<file path="config.mk">
export PLATFORM = sky130hd
export DESIGN_NAME = mem_dma_copy
export DESIGN_NICKNAME = d
export VERILOG_FILES = /design/src/rtl/mem_pkg.sv /design/src/rtl/mem_dma_copy.sv
export SDC_FILE = /design/constraint.sdc
export NUM_CORES = 1
export LEC_CHECK = 0
export ABC_AREA = 1
export BUFFER_PORTS_ARGS = -buffer_cell sky130_fd_sc_hd__buf_4
export CORE_MARGIN = 2
export CORE_UTILIZATION = 40
export CTS_BUF_LIST = sky130_fd_sc_hd__clkbuf_16
export CTS_CLUSTER_DIAMETER = 40
export DETAILED_ROUTE_END_ITERATION = 6
export PLACE_DENSITY_LB_ADDON = 0.1
export SETUP_SLACK_MARGIN = 0.1
export SLEW_MARGIN = 20
export SYNTH_ARGS = -nofsm -noshare
export SYNTH_HDL_FRONTEND = slang
export SYNTH_SLANG_ARGS = --single-unit
</file>
<file path="constraint.sdc">
create_clock -name clk -period 1.8 [get_ports clk]
set_input_delay 0 -clock clk [delete_from_list [all_inputs] [get_ports clk]]
set_output_delay 0 -clock clk [all_outputs]
set_load 0.05 [all_outputs]
</file>
<file path="src/rtl/mem_pkg.sv">
`default_nettype none
// ============================================================================
// Module  : mem_pkg
// Purpose : Shared bus command encoding and I/O address map for the
//           mem_cmd/mem_addr RAM + I/O bus.
// Revision: 1.0  initial release
// ============================================================================
package mem_pkg;

    // Bus command encoding, shared with the CPU side of the bus
    typedef enum logic [1:0] {
        MNONE  = 2'b00,
        MREAD  = 2'b01,
        MWRITE = 2'b10
    } mem_cmd_t;

    // Memory-mapped I/O locations (addr[8]=1 region)
    localparam logic [8:0] LED_ADDR = 9'h100;
    localparam logic [8:0] SW_ADDR  = 9'h140;

endpackage : mem_pkg
`default_nettype wire

</file>
<file path="src/rtl/mem_dma_copy.sv">
`default_nettype none
// ============================================================================
// Module  : mem_dma_copy
// Purpose : Bus initiator copying a block of words from one address range to
//           another, three bus cycles per word (read address, read data,
//           write) once the bus has been granted.
// Revision: 1.0  initial release
// ============================================================================
module mem_dma_copy
    import mem_pkg::*;
#(
    parameter int DATA_W = 16,
    parameter int ADDR_W = 9
) (
    input  logic              clk,
    input  logic              reset,
    input  logic              start,
    input  logic [ADDR_W-1:0] src_addr,
    input  logic [ADDR_W-1:0] dst_addr,
    input  logic [ADDR_W-1:0] len,
    output logic              bus_req,
    input  logic              bus_grant,
    output logic [1:0]        mem_cmd,
    output logic [ADDR_W-1:0] mem_addr,
    input  logic [DATA_W-1:0] in,
    output logic [DATA_W-1:0] out,
    output logic              busy,
    output logic              done,
    output logic [ADDR_W-1:0] count
);

    localparam logic [2:0] S_IDLE    = 3'd0;
    localparam logic [2:0] S_REQ     = 3'd1;
    localparam logic [2:0] S_RD_ADDR = 3'd2;
    localparam logic [2:0] S_RD_DATA = 3'd3;
    localparam logic [2:0] S_WR      = 3'd4;
    localparam logic [2:0] S_FIN     = 3'd5;

    localparam logic [ADDR_W-1:0] ONE = {{(ADDR_W-1){1'b0}}, 1'b1};

    logic [2:0]        state;
    logic [ADDR_W-1:0] src_cur;
    logic [ADDR_W-1:0] dst_cur;
    logic [ADDR_W-1:0] remaining;

    // Sequencer; every bus output is loaded together with the state it
    // belongs to, so outputs are pure registers with no decode behind them.
    always_ff @(posedge clk) begin
        if (reset) begin
            state     <= S_IDLE;
            src_cur   <= '0;
            dst_cur   <= '0;
            remaining <= '0;
            bus_req   <= 1'b0;
            mem_cmd   <= MNONE;
            mem_addr  <= '0;
            out       <= '0;
            busy      <= 1'b0;
            done      <= 1'b0;
            count     <= '0;
        end else begin
            case (state)
                S_IDLE: begin
                    done <= 1'b0;
                    if (start) begin
                        src_cur   <= src_addr;
                        dst_cur   <= dst_addr;
                        remaining <= len;
                        count     <= '0;
                        busy      <= 1'b1;
                        if (len == '0) begin
                            // Nothing to move: skip the bus entirely
                            state <= S_FIN;
                            done  <= 1'b1;
                        end else begin
                            state   <= S_REQ;
                            bus_req <= 1'b1;
                            mem_cmd <= MNONE;
                        end
                    end
                end

                S_REQ: begin
                    if (bus_grant) begin
                        state    <= S_RD_ADDR;
                        mem_cmd  <= MREAD;
                        mem_addr <= src_cur;
                    end
                end

                S_RD_ADDR: begin
                    // RAM registers the address at this edge; data next cycle
                    state <= S_RD_DATA;
                end

                S_RD_DATA: begin
                    out      <= in;
                    state    <= S_WR;
                    mem_cmd  <= MWRITE;
                    mem_addr <= dst_cur;
                end

                S_WR: begin
                    // Write commits at this edge; advance to the next word
                    src_cur   <= src_cur + ONE;
                    dst_cur   <= dst_cur + ONE;
                    count     <= count + ONE;
                    remaining <= remaining - ONE;
                    if (remaining == ONE) begin
                        state   <= S_FIN;
                        mem_cmd <= MNONE;
                        bus_req <= 1'b0;
                        done    <= 1'b1;
                    end else if (bus_grant) begin
                        state    <= S_RD_ADDR;
                        mem_cmd  <= MREAD;
                        mem_addr <= src_cur + ONE;
                    end else begin
                        // Bus taken away at a word boundary: re-arbitrate
                        state   <= S_REQ;
                        mem_cmd <= MNONE;
                    end
                end

                S_FIN: begin
                    done  <= 1'b0;
                    busy  <= 1'b0;
                    state <= S_IDLE;
                end

                default: begin
                    state   <= S_IDLE;
                    bus_req <= 1'b0;
                    mem_cmd <= MNONE;
                    busy    <= 1'b0;
                    done    <= 1'b0;
                end
            endcase
        end
    end

endmodule : mem_dma_copy
`default_nettype wire
</file>
# Word-level counts from Yosys, hierarchy flattened
# Cells that the tools add are included.
dict set report totals {
  word_cells 80
  in_bits 47
  register_bits 69
}
dict set report op_classes {
  reduce_logical 15
  n_eq_ne 12
  addsub 4
  n_bitwise 4
  muxes 34
}
# cell n
set op_table {}
lappend op_table {{one-hot mux 9 bit (2 select lines)} 4}
lappend op_table {{two-way mux 9 bit} 7}
lappend op_table {{adder 9 x 1 -> 9 bit, second input constant} 3}
lappend op_table {{one-hot mux 9 bit (3 select lines)} 1}
lappend op_table {{one-hot mux 3 bit (5 select lines)} 1}
lappend op_table {{two-way mux 3 bit} 4}
lappend op_table {{!= test 2 bit, second input constant} 6}
lappend op_table {{AND reduction 4 bit} 3}
lappend op_table {{one-hot mux 2 bit (5 select lines)} 1}
lappend op_table {{equality test 9 x 1 -> 1 bit, second input constant} 1}
lappend op_table {{zero test 9 bit} 1}
lappend op_table {{two-way mux 1 bit} 9}
lappend op_table {{subtractor 9 x 1 -> 9 bit, second input constant} 1}
lappend op_table {{two-way mux 2 bit} 4}
lappend op_table {{AND reduction 2 bit} 4}
lappend op_table {{OR reduction 4 bit} 2}
lappend op_table {{equality test 3 x 2 -> 1 bit, second input constant} 2}
lappend op_table {{equality test 3 bit, second input constant} 2}
lappend op_table {{one-hot mux 1 bit (3 select lines)} 2}
lappend op_table {{inverter 1 bit} 4}
lappend op_table {{equality test 3 x 1 -> 1 bit, second input constant} 1}
lappend op_table {{zero test 3 bit} 1}
lappend op_table {{nonzero test 3 bit} 1}
lappend op_table {{OR reduction 3 bit} 1}
lappend op_table {{3 further kinds} 3}

# Longest topological paths before layout
dict set report logic_depth {
  ltp_word 4
  depth_mapped 10
}

# Worst setup path before layout
# OpenSTA, ideal clock, no wires.
dict set report synth_path {
  path_kind {register to register}
  from {register count[0]}
  to {register count[6]}
  setup_slack_ns 0.212
  arrival_time_ns 1.469
  n_path_buf 0
  setup_ns 0.119
  required_ns 1.681
  path_stages_with_launch 6
  path_cell_list {dfxtp_1 ha_1 nand4_1 nand3b_1 o21ai_0 a21oi_1}
}
dict set report synth_between {
  elab_chain_len 2
}
# element line_no
set synth_rtl {}
lappend synth_rtl {{start: declaration} mem_dma_copy.sv:29} ;# output logic [ADDR_W-1:0] count
lappend synth_rtl {{start signal: assignment} mem_dma_copy.sv:107} ;# count <= count + ONE;
lappend synth_rtl {{adder 9 x 1 -> 9 bit} mem_dma_copy.sv:107}
lappend synth_rtl {{one-hot mux 9 bit (2 select lines)} mem_dma_copy.sv:62} ;# case (state)
# No other way between the ends.
# A chain may end at the register's enable or synchronous reset.

# Final worst setup path
dict set report layout_path {
  from {register state[1]}
  to {register dst_cur[5]}
}
dict set report layout_between {
  elab_chain_len 3
  elab_cells_between_ends 6
}
# element line_no
set layout_rtl {}
lappend layout_rtl {{start: declaration} mem_dma_copy.sv:41} ;# logic [2:0] state;
lappend layout_rtl {{start signal: assignment} mem_dma_copy.sv:50} ;# state <= S_IDLE;
lappend layout_rtl {{start signal: assignment} mem_dma_copy.sv:73} ;# state <= S_FIN;
lappend layout_rtl {{start signal: assignment} mem_dma_copy.sv:76} ;# state <= S_REQ;
lappend layout_rtl {{equality test 3 bit or zero test 3 bit (tied branches)} mem_dma_copy.sv:62}
lappend layout_rtl {{nonzero test 2 bit (no source line) or != test 2 bit (tied branches)} --}
lappend layout_rtl {{AND reduction 2 bit (no source line)} --}
lappend layout_rtl {{end signal: assignment} mem_dma_copy.sv:67} ;# dst_cur <= dst_addr;
lappend layout_rtl {{end signal: assignment} mem_dma_copy.sv:106} ;# dst_cur <= dst_cur + ONE;
lappend layout_rtl {{end: declaration} mem_dma_copy.sv:43} ;# logic [ADDR_W-1:0] dst_cur;
# Several ways; a longest one is shown, not always the timed one.

==> results by group <==
Status
  • Outcome: completed

Power
  • Lkg Pwr: 2.35 nW
  • Worst vdd ir: between 0.0004 and 0.0005 V
  • Power per cell area: ~910 nW/µm²
  • Power, Total: 4.58 mW

Timing
  • Pins over their slew limit: 0
  • Worst Skew: 0.00713 ns
  • Setup TNS: 0 ns
  • Peak Freq: between 600 and 700 MHz
  • Rel. slew slack: 0.705
  • Final worst path period share: 0.902
  • Hold slack: around 0.015 ns
  • Final worst slack: about 0.18 ns
  • Worst Tran Pin Value: roughly 0.44 ns
  • Final Hold Viols: 0
  • Tmin final: approximately 1.6 ns
  • Endpoints failing setup: 0
  • Unrepaired setup endpoints after global routing: true

Drt
  • DR vias: 3887
  • Post-route DRC violation count: 0
  • Drt total wl: approximately 10 mm
  • 1st-pass router iterations: 4
  • Antenna Nets Post-Route: 0
  • DRT iter0 DRCs: between 100 and 150
  • Via/cell ratio: 4.87
  • DR WL/cell: about 13 µm

Setup path
  • Crit path capture type: register
  • Critical path class: reg -> reg
  • Worst Path Arrival: 1.88 ns
  • Worst Reg-to-Reg Cells: 8
  • R2r endpoint: dst_cur[5]
  • Worst EP required: ~2 ns
  • CP max FO: 13
  • R2R Setup Slk: around 0.18 ns
  • R2R Path Start: state[1]
  • Startpoint class of the critical path: register

CTS
  • Max clock buf depth: 2
  • Worst-Skew Late Latency: around 0.33 ns
  • Clock Pin Slew Worst Setup and Hold Paths: 0.06 ns
  • Sink Count: 69
  • CTS root buf: clkbuf_16
  • CTS tree: done
  • # H-tree levels: 3
  • CTS buffer count: 9

Synth
  • Seq/Total Area, Yosys: 0.373
  • Net count after synthesis: 616
  • Commonest cells in the netlist: 134 x nand2_1, 85 x nor2_1, 69 x dfxtp_1, 69 x inv_1, 45 x o21ai_0
  • Async set-or-reset flop fraction in the synthesized netlist: 0
  • Syn_area_per_cell: about 6.6 µm²
  • Library cells used by synthesis: 34
  • Synth Register Bits: slightly below 70
  • Share of the synthesized area in the top cell type: 0.373
  • Mapped Area: between 3000 and 4000 µm²
  • Post-synth EDFFs: 0
  • Most common cell in the netlist: nand2_1
  • Syn Inst Count: between 500 and 600
  • Synth top area cells: dfxtp_1 37%, nand2_1 14%, nor2_1 8.6%, inv_1 7.0%, o21ai_0 6.1%
  • Ys Warns: 0
  • Synth area leader: dfxtp_1
  • Synth Flop Type: dfxtp_1

Cells and area
  • Ant diodes: 0
  • Share of post-route cells with drive strength above 1: 0.205
  • Nets: around 730
  • Layout Cells excl Fill: 798
  • Area grow syn2layout: 36.6%

Worst hold path
  • Hold Crit Depth: 5
  • Hold WC Path Type: in -> reg
  • Worst min-delay path startpoint: len[7]
  • Hold Path End: remaining[7]

GRT
  • Total gr overflow: 0
  • First-pass GRT wire length: 17.0 mm
  • Overall Global Routing Usage: 0.210
  • Largest net degree at the start of global routing: 25
  • Initial antenna violation count: 0
  • Vias in the first global route: between 3000 and 4000

Place
  • DP HPWL: about 7.1 mm
  • Setup Slack @ Placement: 0.171 ns
  • Dpl cells: approximately 750
  • Port buffer count: 85
  • Gp weighted congestion: ~0.86

Die
  • Core Area: approximately 9100 µm²
  • Full die area: approximately 10000 µm²
  • Die Wd: about 100 µm
  • Row count: 35
  • Die Y: between 100 and 150 µm
  • Ports: 86
  • Starting Density: 0.407

Job
  • Max cap viols: 0
## repair_timing
item | CTS | global route
setup endpoints to repair | 0 | 40
setup buffers | 0 | 3
gates resized for setup | 0 | 2
hold endpoints to repair | 32 | 0
hold buffers | 32 | 0
## final cells by class
type / instances / area, µm²
fill: 872 / 4050
multi-input combinational: 398 / 1910
sequential: 69 / 1380
timing repair buffer: 131 / 1060
inverter: 73 / 274
clock buffer: 9 / 225
tap: 111 / 139
clock inverter: 7 / 66.3
## worst max path at each step
stage                         from    endpoint  cells after the start  slack, ns
after floorplan           count[0]    count[6]                      5       0.21
after global placement    state[0]  dst_cur[8]                      9       0.24
after detailed placement  state[0]  src_cur[3]                      6       0.17
after CTS                 state[0]  dst_cur[8]                      9       0.15
after global routing      state[1]  dst_cur[5]                      8       0.08
final                     state[1]  dst_cur[5]                      8       0.18
## per-layer routing
layer  routed length [µm]  global-route usage  up-vias  part of all wire
met5                    0                   0        -                 0
met4                  170              0.0896        0             0.017
met3                  490              0.0292       14             0.048
met2                 4800               0.357      108              0.47
met1                 4660               0.265     1726              0.46
li1                     -                   -     2039                 -
## cell usage in the layout, fill, tap and decap left out, types with 2 or more instances in the layout
master | netlist | layout
o22ai_1 | 4 | 4
o21bai_1 | 2 | 2
dlygate4sd3_1 | 0 | 32
dfxtp_1 | 69 | 68
clkbuf_16 | 0 | 9
a31oi_2 | 3 | 3
nand2_2 | 9 | 9
inv_1 | 69 | 69
ha_1 | 5 | 5
clkinv_1 | 1 | 3
inv_2 | 3 | 3
a31oi_1 | 4 | 4
buf_4 | 4 | 99
nor2_1 | 85 | 85
nor3_1 | 3 | 3
nand4_1 | 7 | 7
nor2_4 | 4 | 4
a22oi_1 | 3 | 3
nand3_2 | 1 | 2
a21oi_1 | 28 | 28
nand2_1 | 134 | 134
or2_2 | 3 | 3
o21ai_0 | 45 | 45
o211ai_1 | 8 | 8
clkinvlp_4 | 0 | 2
nand3_1 | 43 | 42
## power by group
part	total, mW	switching, mW	leakage (nW)	internal (mW)
registers	1.75	0.100	0.564	1.65
clock network	1.74	0.678	0.136	1.06
logic	1.09	0.685	1.65	0.407
total	4.58	1.46	2.35	3.12
## per-stage QoR
stage                     cell area [µm²]  utilization
final                                5060        0.556
after global placement               4420        0.485
after floorplan                      3700            -
after detailed placement             4420        0.485
after global routing                 5060        0.556
after CTS                            5030        0.552
## sequential cells by signal, indices dropped and copies added (netlist names)
| register | count |
|---|---|
| count | 9 |
| out | 16 |
| mem_addr | 9 |
| dst_cur | 9 |
| busy | 1 |
| remaining | 9 |
| mem_cmd | 2 |
| bus_req | 1 |
| state | 3 |
| src_cur | 9 |
| done | 1 |
## logic make-up after synthesis
group,count (synthesis),synth area share
flip-flops,69,0.373
AND/OR/NAND/NOR,292,0.341
adder cells (fa/ha/maj),5,0.0169
AO/OA/AOI/OAI,101,0.157
buffers and inverters,97,0.113
## critical path: stages, from the launching register on
cell	delay, ns
dfxtp_1	0.38
inv_2	0.13
nand2_4	0.06
nor2_4	0.27
buf_4	0.27
nand2_1	0.10
o21ai_0	0.10
o21ai_1	0.11
a21oi_1	0.13
Power figures use the tool's default switching activity.
